**src/rtl/button_pkg.sv**
```systemverilog
// -----------------------------------------------------------------------------
// button_pkg
// Shared definitions for the pushbutton conditioner: channel count, the
// per-channel FSM state encoding and the counter-width helper.
// -----------------------------------------------------------------------------
package button_pkg;

   localparam int NUM_BUTTONS = 4;

   typedef enum logic [1:0] {
      IDLE         = 2'd0,
      PRESS_WAIT   = 2'd1,
      HELD         = 2'd2,
      RELEASE_WAIT = 2'd3
   } btn_state_t;

   // Width able to hold the largest timing parameter with one bit of headroom.
   function automatic int cnt_width(input int a, input int b, input int c);
      int m;
      m = a;
      if (b > m) m = b;
      if (c > m) m = c;
      return $clog2(m) + 1;
   endfunction

endpackage

```
**src/rtl/button_conditioner_if.sv**
```systemverilog
// -----------------------------------------------------------------------------
// button_conditioner_if
// Groups the raw key inputs and the conditioned event outputs.
//   key_n_i     : raw active-low pushbuttons (asynchronous)
//   btn_level_o : debounced active-high level
//   press_o     : one-cycle pulse per accepted press
//   release_o   : one-cycle pulse per accepted release
//   long_o      : one-cycle pulse at the long-press threshold
//   repeat_o    : one-cycle auto-repeat pulses
// master drives the keys (board side), slave is the conditioner.
// -----------------------------------------------------------------------------
interface button_conditioner_if;

   logic [button_pkg::NUM_BUTTONS-1:0] key_n_i;
   logic [button_pkg::NUM_BUTTONS-1:0] btn_level_o;
   logic [button_pkg::NUM_BUTTONS-1:0] press_o;
   logic [button_pkg::NUM_BUTTONS-1:0] release_o;
   logic [button_pkg::NUM_BUTTONS-1:0] long_o;
   logic [button_pkg::NUM_BUTTONS-1:0] repeat_o;

   modport master (
      output key_n_i,
      input  btn_level_o, press_o, release_o, long_o, repeat_o
   );

   modport slave (
      input  key_n_i,
      output btn_level_o, press_o, release_o, long_o, repeat_o
   );

endinterface

```
**src/rtl/button_channel.sv**
```systemverilog
// -----------------------------------------------------------------------------
// button_channel
// One pushbutton: 2-flop synchronizer, debounce/hold FSM and its counters.
// Build option: BUTTON_AUTOREPEAT_EN enables the auto-repeat timer; without it
// o_repeat is tied low.
// Ports:
//   clk_clk, reset_reset_n : clock, asynchronous active-low reset
//   i_key_n                : raw active-low key
//   o_level                : debounced level (registered)
//   o_press/o_release      : accepted press/release pulses (registered)
//   o_long/o_repeat        : long-press and auto-repeat pulses (registered)
// -----------------------------------------------------------------------------
module button_channel
   import button_pkg::*;
#(
   parameter int DEBOUNCE_CYCLES   = 1000000,
   parameter int LONG_PRESS_CYCLES = 50000000,
   parameter int REPEAT_CYCLES     = 10000000
) (
   input  logic clk_clk,
   input  logic reset_reset_n,
   input  logic i_key_n,
   output logic o_level,
   output logic o_press,
   output logic o_release,
   output logic o_long,
   output logic o_repeat
);

   localparam int CW = cnt_width(DEBOUNCE_CYCLES, LONG_PRESS_CYCLES, REPEAT_CYCLES);
   localparam logic [CW-1:0] DEB_MAX   = CW'(DEBOUNCE_CYCLES);
   localparam logic [CW-1:0] LONG_MAX  = CW'(LONG_PRESS_CYCLES);
   localparam logic [CW-1:0] LONG_LAST = CW'(LONG_PRESS_CYCLES - 1);

   logic       r_sync1, r_sync2;
   logic       w_active;
   btn_state_t r_state, w_state_nxt;
   logic [CW-1:0] r_deb_cnt, r_hold_cnt;
   logic w_level, w_press, w_release, w_long, w_repeat;
   logic r_level, r_press, r_release, r_long, r_repeat;

   // The synchronizer carries the raw active-low key; inversion follows it.
   always_ff @(posedge clk_clk or negedge reset_reset_n) begin
      if (!reset_reset_n) begin
         r_sync1 <= 1'b0;
         r_sync2 <= 1'b0;
      end else begin
         r_sync1 <= i_key_n;
         r_sync2 <= r_sync1;
      end
   end

   assign w_active = ~r_sync2;

   // State register
   always_ff @(posedge clk_clk or negedge reset_reset_n) begin
      if (!reset_reset_n) r_state <= IDLE;
      else                r_state <= w_state_nxt;
   end

   // Next-state logic
   always_comb begin
      w_state_nxt = r_state;
      case (r_state)
         IDLE: begin
            if (w_active) w_state_nxt = PRESS_WAIT;
         end
         PRESS_WAIT: begin
            if (!w_active)                 w_state_nxt = IDLE;
            else if (r_deb_cnt >= DEB_MAX) w_state_nxt = HELD;
         end
         HELD: begin
            if (!w_active) w_state_nxt = RELEASE_WAIT;
         end
         RELEASE_WAIT: begin
            if (w_active)                  w_state_nxt = HELD;
            else if (r_deb_cnt >= DEB_MAX) w_state_nxt = IDLE;
         end
         default: w_state_nxt = IDLE;
      endcase
   end

   // Output decode; every event is registered below so it lines up with the
   // state it announces.
   always_comb begin
      w_level   = (w_state_nxt == HELD) || (w_state_nxt == RELEASE_WAIT);
      w_press   = (r_state == PRESS_WAIT)   && (w_state_nxt == HELD);
      w_release = (r_state == RELEASE_WAIT) && (w_state_nxt == IDLE);
      // The hold counter passes LONG_LAST exactly once per press because it
      // saturates at LONG_MAX.
      w_long    = (r_state == HELD) && (r_hold_cnt == LONG_LAST);
   end

   // Debounce counter restarts on every state change, so it measures how long
   // the synchronized input has been stable in the current wait state.
   always_ff @(posedge clk_clk or negedge reset_reset_n) begin
      if (!reset_reset_n) begin
         r_deb_cnt <= '0;
      end else if (w_state_nxt != r_state) begin
         r_deb_cnt <= '0;
      end else if (((r_state == PRESS_WAIT) || (r_state == RELEASE_WAIT)) &&
                   (r_deb_cnt < DEB_MAX)) begin
         r_deb_cnt <= r_deb_cnt + CW'(1);
      end
   end

   // Hold counter only advances in HELD; release bounces freeze it rather
   // than restart it.
   always_ff @(posedge clk_clk or negedge reset_reset_n) begin
      if (!reset_reset_n) begin
         r_hold_cnt <= '0;
      end else if ((r_state == PRESS_WAIT) && (w_state_nxt == HELD)) begin
         r_hold_cnt <= '0;
      end else if ((r_state == HELD) && (r_hold_cnt < LONG_MAX)) begin
         r_hold_cnt <= r_hold_cnt + CW'(1);
      end
   end

`ifdef BUTTON_AUTOREPEAT_EN
   localparam logic [CW-1:0] RPT_LAST = CW'(REPEAT_CYCLES - 1);

   logic [CW-1:0] r_rep_cnt;
   logic          w_rep_run;

   // Repeat runs once the long press has fired (hold counter saturated) and
   // the key is still considered down.
   assign w_rep_run = ((r_state == HELD) || (r_state == RELEASE_WAIT)) &&
                      (r_hold_cnt == LONG_MAX);

   always_ff @(posedge clk_clk or negedge reset_reset_n) begin
      if (!reset_reset_n) begin
         r_rep_cnt <= '0;
      end else if ((r_state == PRESS_WAIT) && (w_state_nxt == HELD)) begin
         r_rep_cnt <= '0;
      end else if (w_rep_run) begin
         if (r_rep_cnt == RPT_LAST) r_rep_cnt <= '0;
         else                       r_rep_cnt <= r_rep_cnt + CW'(1);
      end
   end

   assign w_repeat = w_rep_run && (r_rep_cnt == RPT_LAST);
`else
   assign w_repeat = 1'b0;
`endif

   always_ff @(posedge clk_clk or negedge reset_reset_n) begin
      if (!reset_reset_n) begin
         r_level   <= 1'b0;
         r_press   <= 1'b0;
         r_release <= 1'b0;
         r_long    <= 1'b0;
         r_repeat  <= 1'b0;
      end else begin
         r_level   <= w_level;
         r_press   <= w_press;
         r_release <= w_release;
         r_long    <= w_long;
         r_repeat  <= w_repeat;
      end
   end

   assign o_level   = r_level;
   assign o_press   = r_press;
   assign o_release = r_release;
   assign o_long    = r_long;
   assign o_repeat  = r_repeat;

endmodule

```
**src/rtl/button_conditioner.sv**
```systemverilog
// -----------------------------------------------------------------------------
// button_conditioner
// Four independent pushbutton channels: synchronize, debounce, and generate
// press / release / long-press / auto-repeat events.
// Build option: define BUTTON_AUTOREPEAT_EN to enable auto-repeat pulses;
// otherwise repeat_o stays 0.
// Ports:
//   clk_clk       : system clock, rising edge
//   reset_reset_n : asynchronous active-low reset
//   bus (slave)   : key_n_i in; btn_level_o, press_o, release_o, long_o,
//                   repeat_o out (all outputs registered)
// -----------------------------------------------------------------------------
module button_conditioner
   import button_pkg::*;
#(
   parameter int DEBOUNCE_CYCLES   = 1000000,
   parameter int LONG_PRESS_CYCLES = 50000000,
   parameter int REPEAT_CYCLES     = 10000000
) (
   input  logic                 clk_clk,
   input  logic                 reset_reset_n,
   button_conditioner_if.slave  bus
);

   logic [NUM_BUTTONS-1:0] w_level, w_press, w_release, w_long, w_repeat;

   for (genvar g = 0; g < NUM_BUTTONS; g++) begin : g_chan
      button_channel #(
         .DEBOUNCE_CYCLES   (DEBOUNCE_CYCLES),
         .LONG_PRESS_CYCLES (LONG_PRESS_CYCLES),
         .REPEAT_CYCLES     (REPEAT_CYCLES)
      ) u_chan (
         .clk_clk       (clk_clk),
         .reset_reset_n (reset_reset_n),
         .i_key_n       (bus.key_n_i[g]),
         .o_level       (w_level[g]),
         .o_press       (w_press[g]),
         .o_release     (w_release[g]),
         .o_long        (w_long[g]),
         .o_repeat      (w_repeat[g])
      );
   end

   assign bus.btn_level_o = w_level;
   assign bus.press_o     = w_press;
   assign bus.release_o   = w_release;
   assign bus.long_o      = w_long;
   assign bus.repeat_o    = w_repeat;

endmodule

```
**src/flat_wrapper.sv**
```systemverilog
// flat-port wrapper written by rule: the top's interface ports become plain ports
module button_conditioner_flat import button_pkg::*;
#(
   parameter int DEBOUNCE_CYCLES   = 1000000,
   parameter int LONG_PRESS_CYCLES = 50000000,
   parameter int REPEAT_CYCLES     = 10000000
)
  (clk_clk, reset_reset_n, bus_key_n_i, bus_btn_level_o, bus_press_o, bus_release_o, bus_long_o, bus_repeat_o);
  button_conditioner_if bus_i ();
  input  logic clk_clk;
  input  logic reset_reset_n;
  input wire logic [$bits(bus_i.key_n_i)-1:0] bus_key_n_i;
  output wire logic [$bits(bus_i.btn_level_o)-1:0] bus_btn_level_o;
  output wire logic [$bits(bus_i.press_o)-1:0] bus_press_o;
  output wire logic [$bits(bus_i.release_o)-1:0] bus_release_o;
  output wire logic [$bits(bus_i.long_o)-1:0] bus_long_o;
  output wire logic [$bits(bus_i.repeat_o)-1:0] bus_repeat_o;
  assign bus_i.key_n_i = bus_key_n_i;
  assign bus_btn_level_o = bus_i.btn_level_o;
  assign bus_press_o = bus_i.press_o;
  assign bus_release_o = bus_i.release_o;
  assign bus_long_o = bus_i.long_o;
  assign bus_repeat_o = bus_i.repeat_o;
  button_conditioner #(.DEBOUNCE_CYCLES(DEBOUNCE_CYCLES), .LONG_PRESS_CYCLES(LONG_PRESS_CYCLES), .REPEAT_CYCLES(REPEAT_CYCLES)) u_core (.clk_clk(clk_clk), .reset_reset_n(reset_reset_n), .bus(bus_i));
endmodule
```
**config.mk**
```make
export PLATFORM = sky130hd
export DESIGN_NAME = button_conditioner_flat
export DESIGN_NICKNAME = d
export VERILOG_FILES = /design/src/rtl/button_pkg.sv /design/src/rtl/button_conditioner_if.sv /design/src/rtl/button_channel.sv /design/src/rtl/button_conditioner.sv /design/src/flat_wrapper.sv
export SDC_FILE = /design/constraint.sdc
export NUM_CORES = 1
export LEC_CHECK = 0
export BUFFER_PORTS_ARGS = -buffer_cell sky130_fd_sc_hd__buf_4
export CAP_MARGIN = 10
export CORE_MARGIN = 4
export CORE_UTILIZATION = 35
export CTS_BUF_LIST = sky130_fd_sc_hd__clkbuf_16
export DETAILED_ROUTE_END_ITERATION = 6
export GPL_ROUTABILITY_DRIVEN = 1
export SYNTH_ARGS = -nofsm -noshare
export SYNTH_HDL_FRONTEND = slang
export SYNTH_SLANG_ARGS = --single-unit
```
**constraint.sdc**
```tcl
create_clock -name clk_clk -period 3.7 [get_ports clk_clk]
set_input_delay 0.37 -clock clk_clk [delete_from_list [all_inputs] [get_ports clk_clk]]
set_output_delay 0.37 -clock clk_clk [all_outputs]
set_load 0.02 [all_outputs]
```
==> flow_results.xml, run 1 <==
<?xml version="1.0" encoding="UTF-8"?>
<metrics>
  <group name="global_route">
    <metric name="globalRouteOverflowTotal" unit="">0</metric>
    <metric name="grt_start_max_net_pins" unit="">110</metric>
    <metric name="grt_use_total" unit="%">13.25</metric>
    <metric name="grt_antenna_before_repair" unit="">0</metric>
    <metric name="grt_first_pass_wirelength" unit="mm">45.89</metric>
    <metric name="vias_in_the_first_global_route" unit="">9477</metric>
  </group>
  <group name="cells_and_area">
    <metric name="post_layout_nonfiller_instances" unit="">1831</metric>
    <metric name="layout_commonest_cell" unit="">dfrtp_1</metric>
    <metric name="insertedDiodeCount" unit="">0</metric>
    <metric name="largest_regs" unit="">u_core.g_chan.u_chan.r_deb_cnt x108, u_core.g_chan.u_chan.r_hold_cnt x108, u_core.g_chan.u_chan.r_state x8</metric>
    <metric name="fill_cells" unit="">3497</metric>
    <metric name="synthToLayoutAreaGrowth" unit="%">12.58</metric>
    <metric name="stdcell_area" unit="sq um">14390</metric>
    <metric name="mostFrequentLayoutCells" unit="">dfrtp_1 (248), a21oi_1 (108), nand2_1 (93), nand3_1 (81), nor2_1 (78)</metric>
    <metric name="final_core_util" unit="%">40.17</metric>
    <metric name="drive_gt1_share" unit="%">8.175</metric>
    <metric name="fin_nets" unit="">1365</metric>
  </group>
  <group name="synth">
    <metric name="yosysWarnings" unit="">0</metric>
    <metric name="synth.yosys.seq_area_share" unit="%">48.54</metric>
    <metric name="post-synth-top-area-cell" unit="">dfrtp_1</metric>
    <metric name="synth-edff-count" unit="">0</metric>
    <metric name="netlist_instances" unit="">1348</metric>
    <metric name="yosys-top-cells-area" unit="">dfrtp_1 (49%), a21oi_1 (4.2%), or3_1 (3.5%)</metric>
    <metric name="dominantRegCellSynth" unit="">dfrtp_1</metric>
    <metric name="area_share_of_the_largest_cell_type_after_synthesis" unit="%">48.54</metric>
    <metric name="synth.ff_latch_count" unit="">248</metric>
    <metric name="synthesis.area_per_instance" unit="sq um">9.484</metric>
    <metric name="postSynth.asyncResetShare" unit="%">100.0</metric>
    <metric name="ys_types" unit="">75</metric>
    <metric name="post_synthesis_instance_area" unit="sq um">12780</metric>
  </group>
  <group name="die">
    <metric name="initial_core_util" unit="%">35.68</metric>
    <metric name="die_width" unit="um">199.1</metric>
    <metric name="floorplan.die_area" unit="sq um">39650</metric>
    <metric name="io-pin-count" unit="">26</metric>
    <metric name="coreArea" unit="sq um">35830</metric>
    <metric name="core.rowCount" unit="">69</metric>
    <metric name="vertical_extent_of_the_die" unit="um">199.1</metric>
  </group>
  <group name="placement">
    <metric name="buffers_added_on_ports" unit="">21</metric>
    <metric name="finalWeightedCongestion" unit="">0.7929</metric>
    <metric name="placedCellCount" unit="">1769</metric>
    <metric name="place_area" unit="sq um">13320</metric>
    <metric name="hpwl_after_detailed_placement" unit="mm">16.90</metric>
  </group>
  <group name="sta">
    <metric name="timing.final.setup_violations" unit="">0</metric>
    <metric name="max_slew.worst_pin.slew" unit="ps">1037</metric>
    <metric name="period_minus_slack" unit="ps">2791</metric>
    <metric name="max_freq" unit="GHz">0.3583</metric>
    <metric name="setup_tns" unit="ps">0</metric>
    <metric name="fin_worst_skew" unit="ps">33.18</metric>
    <metric name="final-hold-violation-count" unit="">0</metric>
    <metric name="period_share" unit="%">75.44</metric>
    <metric name="finalMaxSlewViolations" unit="">0</metric>
    <metric name="unrepaired_setup_endpoints_after_global_routing" unit="">no</metric>
    <metric name="max_slew_margin" unit="%">30.36</metric>
  </group>
  <group name="clock_network">
    <metric name="clkLatencyLatePin" unit="ps">570</metric>
    <metric name="htreeDepth" unit="">1</metric>
    <metric name="post-cts-setup-buffers" unit="">0</metric>
    <metric name="cts_buffers" unit="">30</metric>
    <metric name="cts_tree" unit="">built</metric>
    <metric name="clkSinkCount" unit="">248</metric>
    <metric name="ctsLongestPathBuffers" unit="">3</metric>
    <metric name="clock_tree.root_cell" unit="">clkbuf_16</metric>
    <metric name="clkTransAtPathRegs" unit="ps">60</metric>
  </group>
  <group name="setup_path">
    <metric name="worstSetupPathType" unit="">register to register</metric>
    <metric name="critical_path.max_fanout" unit="">26</metric>
    <metric name="r2r_cells" unit="">6</metric>
    <metric name="timing.critical_path.from_type" unit="">register</metric>
    <metric name="worst-endpoint-arrival" unit="ps">3300</metric>
    <metric name="worst_ep_required_time" unit="ps">4210</metric>
    <metric name="element_type_at_the_critical_path_end" unit="">register</metric>
  </group>
  <group name="routing">
    <metric name="routed_wire_length" unit="mm">26.24</metric>
    <metric name="route.detailed.drc" unit="">0</metric>
    <metric name="detail_route.wl_per_cell" unit="um">14.33</metric>
    <metric name="vias_per_cell" unit="">5.496</metric>
    <metric name="drt_iter0_drc" unit="">569</metric>
    <metric name="final_antenna_net_count" unit="">0</metric>
    <metric name="number_of_vias_in_the_routed_layout" unit="">10060</metric>
    <metric name="drt-pass1-iter-count" unit="">5</metric>
  </group>
  <group name="min_path">
    <metric name="worstHoldPathCells" unit="">0</metric>
    <metric name="worst_hold_path_type" unit="">register to register</metric>
  </group>
  <group name="power">
    <metric name="static-leakage-power" unit="uW">0.005870</metric>
    <metric name="powerDensity" unit="nW/um^2">409.3</metric>
    <metric name="worst_ir_drop_vdd" unit="V">0.0002986</metric>
  </group>
  <group name="run">
    <metric name="number_of_violations_of_the_max_capacitance_limit" unit="">0</metric>
  </group>
  <group name="run_status">
    <metric name="status" unit="">finished, final reports clean</metric>
  </group>
</metrics>
## where the power goes
group	leakage, uW	total, uW	switching [uW]	internal, uW
registers	0.00343	2760	27.1	2730
clock network	0.000494	2980	1160	1820
logic	0.00194	151	109	41.9
total	0.00587	5890	1300	4590
## final timing paths
path	start	endpoint	slack [ps]
min in group asynchronous	reset_reset_n	u_core.g_chan[0].u_chan.r_hold_cnt[14]$_DFFE_PN0P_	440
worst min register to register	u_core.g_chan[3].u_chan.r_sync1$_DFF_PN0_	u_core.g_chan[3].u_chan.r_sync2$_DFF_PN0_	320
worst max-delay path	u_core.g_chan[0].u_chan.r_deb_cnt[21]$_DFFE_PN0P_	u_core.g_chan[0].u_chan.r_hold_cnt[10]$_DFFE_PN0P_	910
max in group asynchronous	reset_reset_n	u_core.g_chan[1].u_chan.r_hold_cnt[20]$_DFFE_PN0P_	2380
worst min-delay path	u_core.g_chan[3].u_chan.r_sync1$_DFF_PN0_	u_core.g_chan[3].u_chan.r_sync2$_DFF_PN0_	320
worst max register to register	u_core.g_chan[0].u_chan.r_deb_cnt[21]$_DFFE_PN0P_	u_core.g_chan[0].u_chan.r_hold_cnt[10]$_DFFE_PN0P_	910
## per-layer routing
layer | part of all wire [%] | vias up | wire length [um] | GRT usage, %
met4 | 1.8 | 0 | 482 | 3.065
met3 | 3.3 | 34 | 876 | 2.259
met1 | 50 | 4892 | 13120 | 19.33
met5 | 0 | - | 0 | 0
met2 | 45 | 146 | 11770 | 20.72
li1 | - | 4991 | - | -
## cell families (layout without fill, tap and decap cells)
kind of cell / count (synthesis) / after routing / share of synthesized area [%]
flip-flops: 248 / 248 / 48.54
other: 1 / 4 / 0.02933
adder cells (fa/ha/maj): 12 / 12 / 1.174
buffers and inverters: 114 / 133 / 4.101
multiplexers: 12 / 12 / 0.9591
AND/OR/NAND/NOR: 603 / 603 / 26.58
XOR/XNOR: 53 / 53 / 3.631
AO/OA/AOI/OAI: 305 / 305 / 14.98
## Yosys cell counts, drive strengths merged (14+ instances only)
master	instances
a21oi	108
and2	22
and3	14
and4	24
buf	35
clkbuf	45
dfrtp	248
inv	34
nand2	93
nand3	81
nand4	49
nor2	78
nor2b	23
nor3	37
nor4	28
o211ai	19
o21ai	77
o31ai	43
or3	72
or4	44
xnor2	32
xor2	21
## critical path, stage by stage (launching register included)
cell and delay, ps:
dfrtp_1 370, nor4_1 470, nand2_1 370, o211ai_1 550, inv_2 330, or4_1 580, nand2_1 80
## timing repair
action                                 4_1_cts  5_1_grt
gates resized for setup                      0        0
hold buffers                                 5        0
endpoints found under the hold margin      110        0
## stage by stage
stage | hold WS, ps | setup slack, ps | total power [uW]
detailed placement | 337.8 | 854.7 | 2959
global placement | 332.6 | 953.2 | 2955
floorplan | 74.41 | 1535 | 2871
finish | 323.0 | 908.9 | 5890
CTS | 332.2 | 862.1 | 6010
global route | 343.7 | 657.0 | 6125
## cell type report
class                   instances  area (sq um)  share of cell area (%)
flip-flops and latches        248          6206                   43.12
repair buffers                 44         375.4                   2.608
well taps                     461         576.8                   4.008
multi-input cells             989          6097                   42.36
clock inverters                25         259.0                   1.800
inverters                      34         127.6                  0.8867
clock buffers                  30         750.7                   5.216
No activity file was read; power rests on OpenSTA's default activity.
==> run 2: changes to the inputs <==
==> constraint.sdc (replaced) <==
create_clock -name clk_clk -period 2.65 [get_ports clk_clk]
set_input_delay 0.265 -clock clk_clk [delete_from_list [all_inputs] [get_ports clk_clk]]
set_output_delay 0.265 -clock clk_clk [all_outputs]
set_load 0.02 [all_outputs]
==> flow_results.xml, run 2 (same netlist as run 1, synthesis figures left out) <==
<?xml version="1.0" encoding="UTF-8"?>
<metrics>
  <group name="sta">
    <metric name="final-hold-violation-count" unit="">0</metric>
    <metric name="period_share" unit="%">93.23</metric>
    <metric name="max_slew.worst_pin.slew" unit="ps">1001</metric>
    <metric name="setup_tns" unit="ps">0</metric>
    <metric name="unrepaired_setup_endpoints_after_global_routing" unit="">no</metric>
    <metric name="max_slew_margin" unit="%">32.84</metric>
    <metric name="period_minus_slack" unit="ps">2470</metric>
    <metric name="max_freq" unit="GHz">0.4048</metric>
    <metric name="final.setup.worst_slack" unit="ps">179.5</metric>
    <metric name="fin_worst_skew" unit="ps">28.76</metric>
    <metric name="timing.final.setup_violations" unit="">0</metric>
    <metric name="finalMaxSlewViolations" unit="">0</metric>
  </group>
  <group name="setup_path">
    <metric name="critical_path.reg2reg.endpoint" unit="">u_core.g_chan[3].u_chan.r_hold_cnt[17]$_DFFE_PN0P_</metric>
    <metric name="timing.critical_path.from" unit="">u_core.g_chan[3].u_chan.r_hold_cnt[16]$_DFFE_PN0P_</metric>
    <metric name="worst-endpoint-arrival" unit="ps">2980</metric>
    <metric name="worstSetupPathType" unit="">register to register</metric>
    <metric name="timing.critical_path.from_type" unit="">register</metric>
    <metric name="critical_path.max_fanout" unit="">33</metric>
    <metric name="worst_ep_required_time" unit="ps">3160</metric>
    <metric name="element_type_at_the_critical_path_end" unit="">register</metric>
    <metric name="rr_startpoint" unit="">u_core.g_chan[3].u_chan.r_hold_cnt[16]$_DFFE_PN0P_</metric>
    <metric name="r2r_cells" unit="">6</metric>
    <metric name="timing.reg2reg.setup_slack" unit="ps">180</metric>
  </group>
  <group name="power">
    <metric name="p_comb_share" unit="%">2.9</metric>
    <metric name="powerDensity" unit="nW/um^2">534.4</metric>
    <metric name="clock_power_share" unit="%">47.3</metric>
    <metric name="power.net_switching" unit="uW">1762</metric>
    <metric name="fin_total_pwr" unit="uW">7717</metric>
    <metric name="static-leakage-power" unit="uW">0.005939</metric>
    <metric name="reg_power_share" unit="%">49.8</metric>
    <metric name="p_int" unit="uW">5955</metric>
    <metric name="worst_ir_drop_vdd" unit="V">0.0004581</metric>
    <metric name="sw_share" unit="%">22.84</metric>
  </group>
  <group name="die">
    <metric name="initial_core_util" unit="%">35.68</metric>
    <metric name="core.rowCount" unit="">69</metric>
    <metric name="coreArea" unit="sq um">35830</metric>
    <metric name="die_width" unit="um">199.1</metric>
    <metric name="floorplan.die_area" unit="sq um">39650</metric>
    <metric name="vertical_extent_of_the_die" unit="um">199.1</metric>
    <metric name="io-pin-count" unit="">26</metric>
  </group>
  <group name="routing">
    <metric name="drt-pass1-iter-count" unit="">5</metric>
    <metric name="detail_route.wl_per_cell" unit="um">14.21</metric>
    <metric name="routed_wire_length" unit="mm">26.24</metric>
    <metric name="vias_per_cell" unit="">5.490</metric>
    <metric name="route.detailed.drc" unit="">0</metric>
    <metric name="number_of_vias_in_the_routed_layout" unit="">10140</metric>
    <metric name="final_antenna_net_count" unit="">0</metric>
    <metric name="drt_iter0_drc" unit="">538</metric>
  </group>
  <group name="global_route">
    <metric name="vias_in_the_first_global_route" unit="">9410</metric>
    <metric name="grt_antenna_before_repair" unit="">0</metric>
    <metric name="grt_use_total" unit="%">13.21</metric>
    <metric name="grt_start_max_net_pins" unit="">71</metric>
    <metric name="grt_first_pass_wirelength" unit="mm">45.56</metric>
    <metric name="globalRouteOverflowTotal" unit="">0</metric>
  </group>
  <group name="min_path">
    <metric name="worst_hold_path_type" unit="">input pin to asynchronous set/reset pin</metric>
  </group>
  <group name="placement">
    <metric name="finalWeightedCongestion" unit="">0.8139</metric>
    <metric name="hpwl_after_detailed_placement" unit="mm">17.54</metric>
    <metric name="buffers_added_on_ports" unit="">21</metric>
    <metric name="dpl_worst_slack" unit="ps">180.4</metric>
  </group>
  <group name="cells_and_area">
    <metric name="drive_gt1_share" unit="%">8.881</metric>
    <metric name="fin_nets" unit="">1385</metric>
    <metric name="synthToLayoutAreaGrowth" unit="%">12.95</metric>
    <metric name="largest_regs" unit="">u_core.g_chan.u_chan.r_deb_cnt x108, u_core.g_chan.u_chan.r_hold_cnt x108, u_core.g_chan.u_chan.r_state x8</metric>
    <metric name="insertedDiodeCount" unit="">0</metric>
    <metric name="layout_commonest_cell" unit="">dfrtp_1</metric>
    <metric name="mostFrequentLayoutCells" unit="">dfrtp_1 (248), a21oi_1 (108), nand2_1 (93), nand3_1 (81), nor2_1 (78)</metric>
  </group>
  <group name="clock_network">
    <metric name="htreeDepth" unit="">1</metric>
    <metric name="clock_tree.root_cell" unit="">clkbuf_16</metric>
    <metric name="clkLatencyLatePin" unit="ps">580</metric>
    <metric name="cts_tree" unit="">built</metric>
    <metric name="post-cts-setup-buffers" unit="">0</metric>
    <metric name="ctsLongestPathBuffers" unit="">3</metric>
    <metric name="clkTransAtPathRegs" unit="ps">60</metric>
    <metric name="cts_buffers" unit="">29</metric>
    <metric name="clkSinkCount" unit="">248</metric>
  </group>
  <group name="run_status">
    <metric name="status" unit="">finished, final reports clean</metric>
  </group>
  <group name="run">
    <metric name="number_of_violations_of_the_max_capacitance_limit" unit="">0</metric>
  </group>
</metrics>
[run 2: critical path: stages (launching register included)]
cell and delay, ps:
dfrtp_1 460, or4_1 550, nor4_2 380, nor3_4 160, buf_12 200, or4_1 500, a21oi_1 150
[run 2: layout make-up]
class	instances	area [sq um]
fill	3474	21390
sequential	248	6206
multi-input combinational	989	6097
clock buffer	29	725.7
tap	461	576.8
timing repair buffer	65	570.5
clock inverter	20	136.4
inverter	34	127.6
[run 2: worst max path at each step]
stage	to	cells past startpoint
floorplan	u_core.g_chan[1].u_chan.r_deb_cnt[18]$_DFFE_PN0P_	6
global placement	u_core.g_chan[1].u_chan.r_hold_cnt[24]$_DFFE_PN0P_	5
detailed placement	u_core.g_chan[1].u_chan.r_hold_cnt[23]$_DFFE_PN0P_	5
CTS	u_core.g_chan[1].u_chan.r_hold_cnt[23]$_DFFE_PN0P_	5
global route	u_core.g_chan[3].u_chan.r_hold_cnt[10]$_DFFE_PN0P_	6
finish	u_core.g_chan[3].u_chan.r_hold_cnt[17]$_DFFE_PN0P_	6
[run 2: timing repair]
item | in CTS | in global routing
endpoints found under the hold margin | 69 | 0
resized for setup | 0 | 0
hold buffers | 5 | 0
[run 2: power by group through the flow]
stage	registers [uW]	clock network, uW	logic [uW]
4_1_cts	3840	3790	236
3_3_place_gp	3910	0	226
6_report	3840	3650	227
2_1_floorplan	3900	0	107
3_5_place_dp	3910	0	230
5_1_grt	3840	3940	264
[run 2: per-layer routing]
| layer | track usage [%] | routed length (um) |
|---|---|---|
| met3 | 2.226 | 797 |
| met4 | 3.267 | 595 |
| met5 | 0 | 0 |
| met2 | 20.08 | 11510 |
| met1 | 19.73 | 13330 |
[run 2: per-stage QoR]
stage	utilization [%]	hold WS (ps)	instance area, sq um	std cells
2_1_floorplan	-	-30.59	12800	1351
3_3_place_gp	37.74	264.5	13520	1791
3_5_place_dp	37.74	264.1	13520	1791
4_1_cts	40.28	244.6	14430	1845
5_1_grt	40.30	286.3	14440	1846
6_report	40.30	229.6	14440	1846
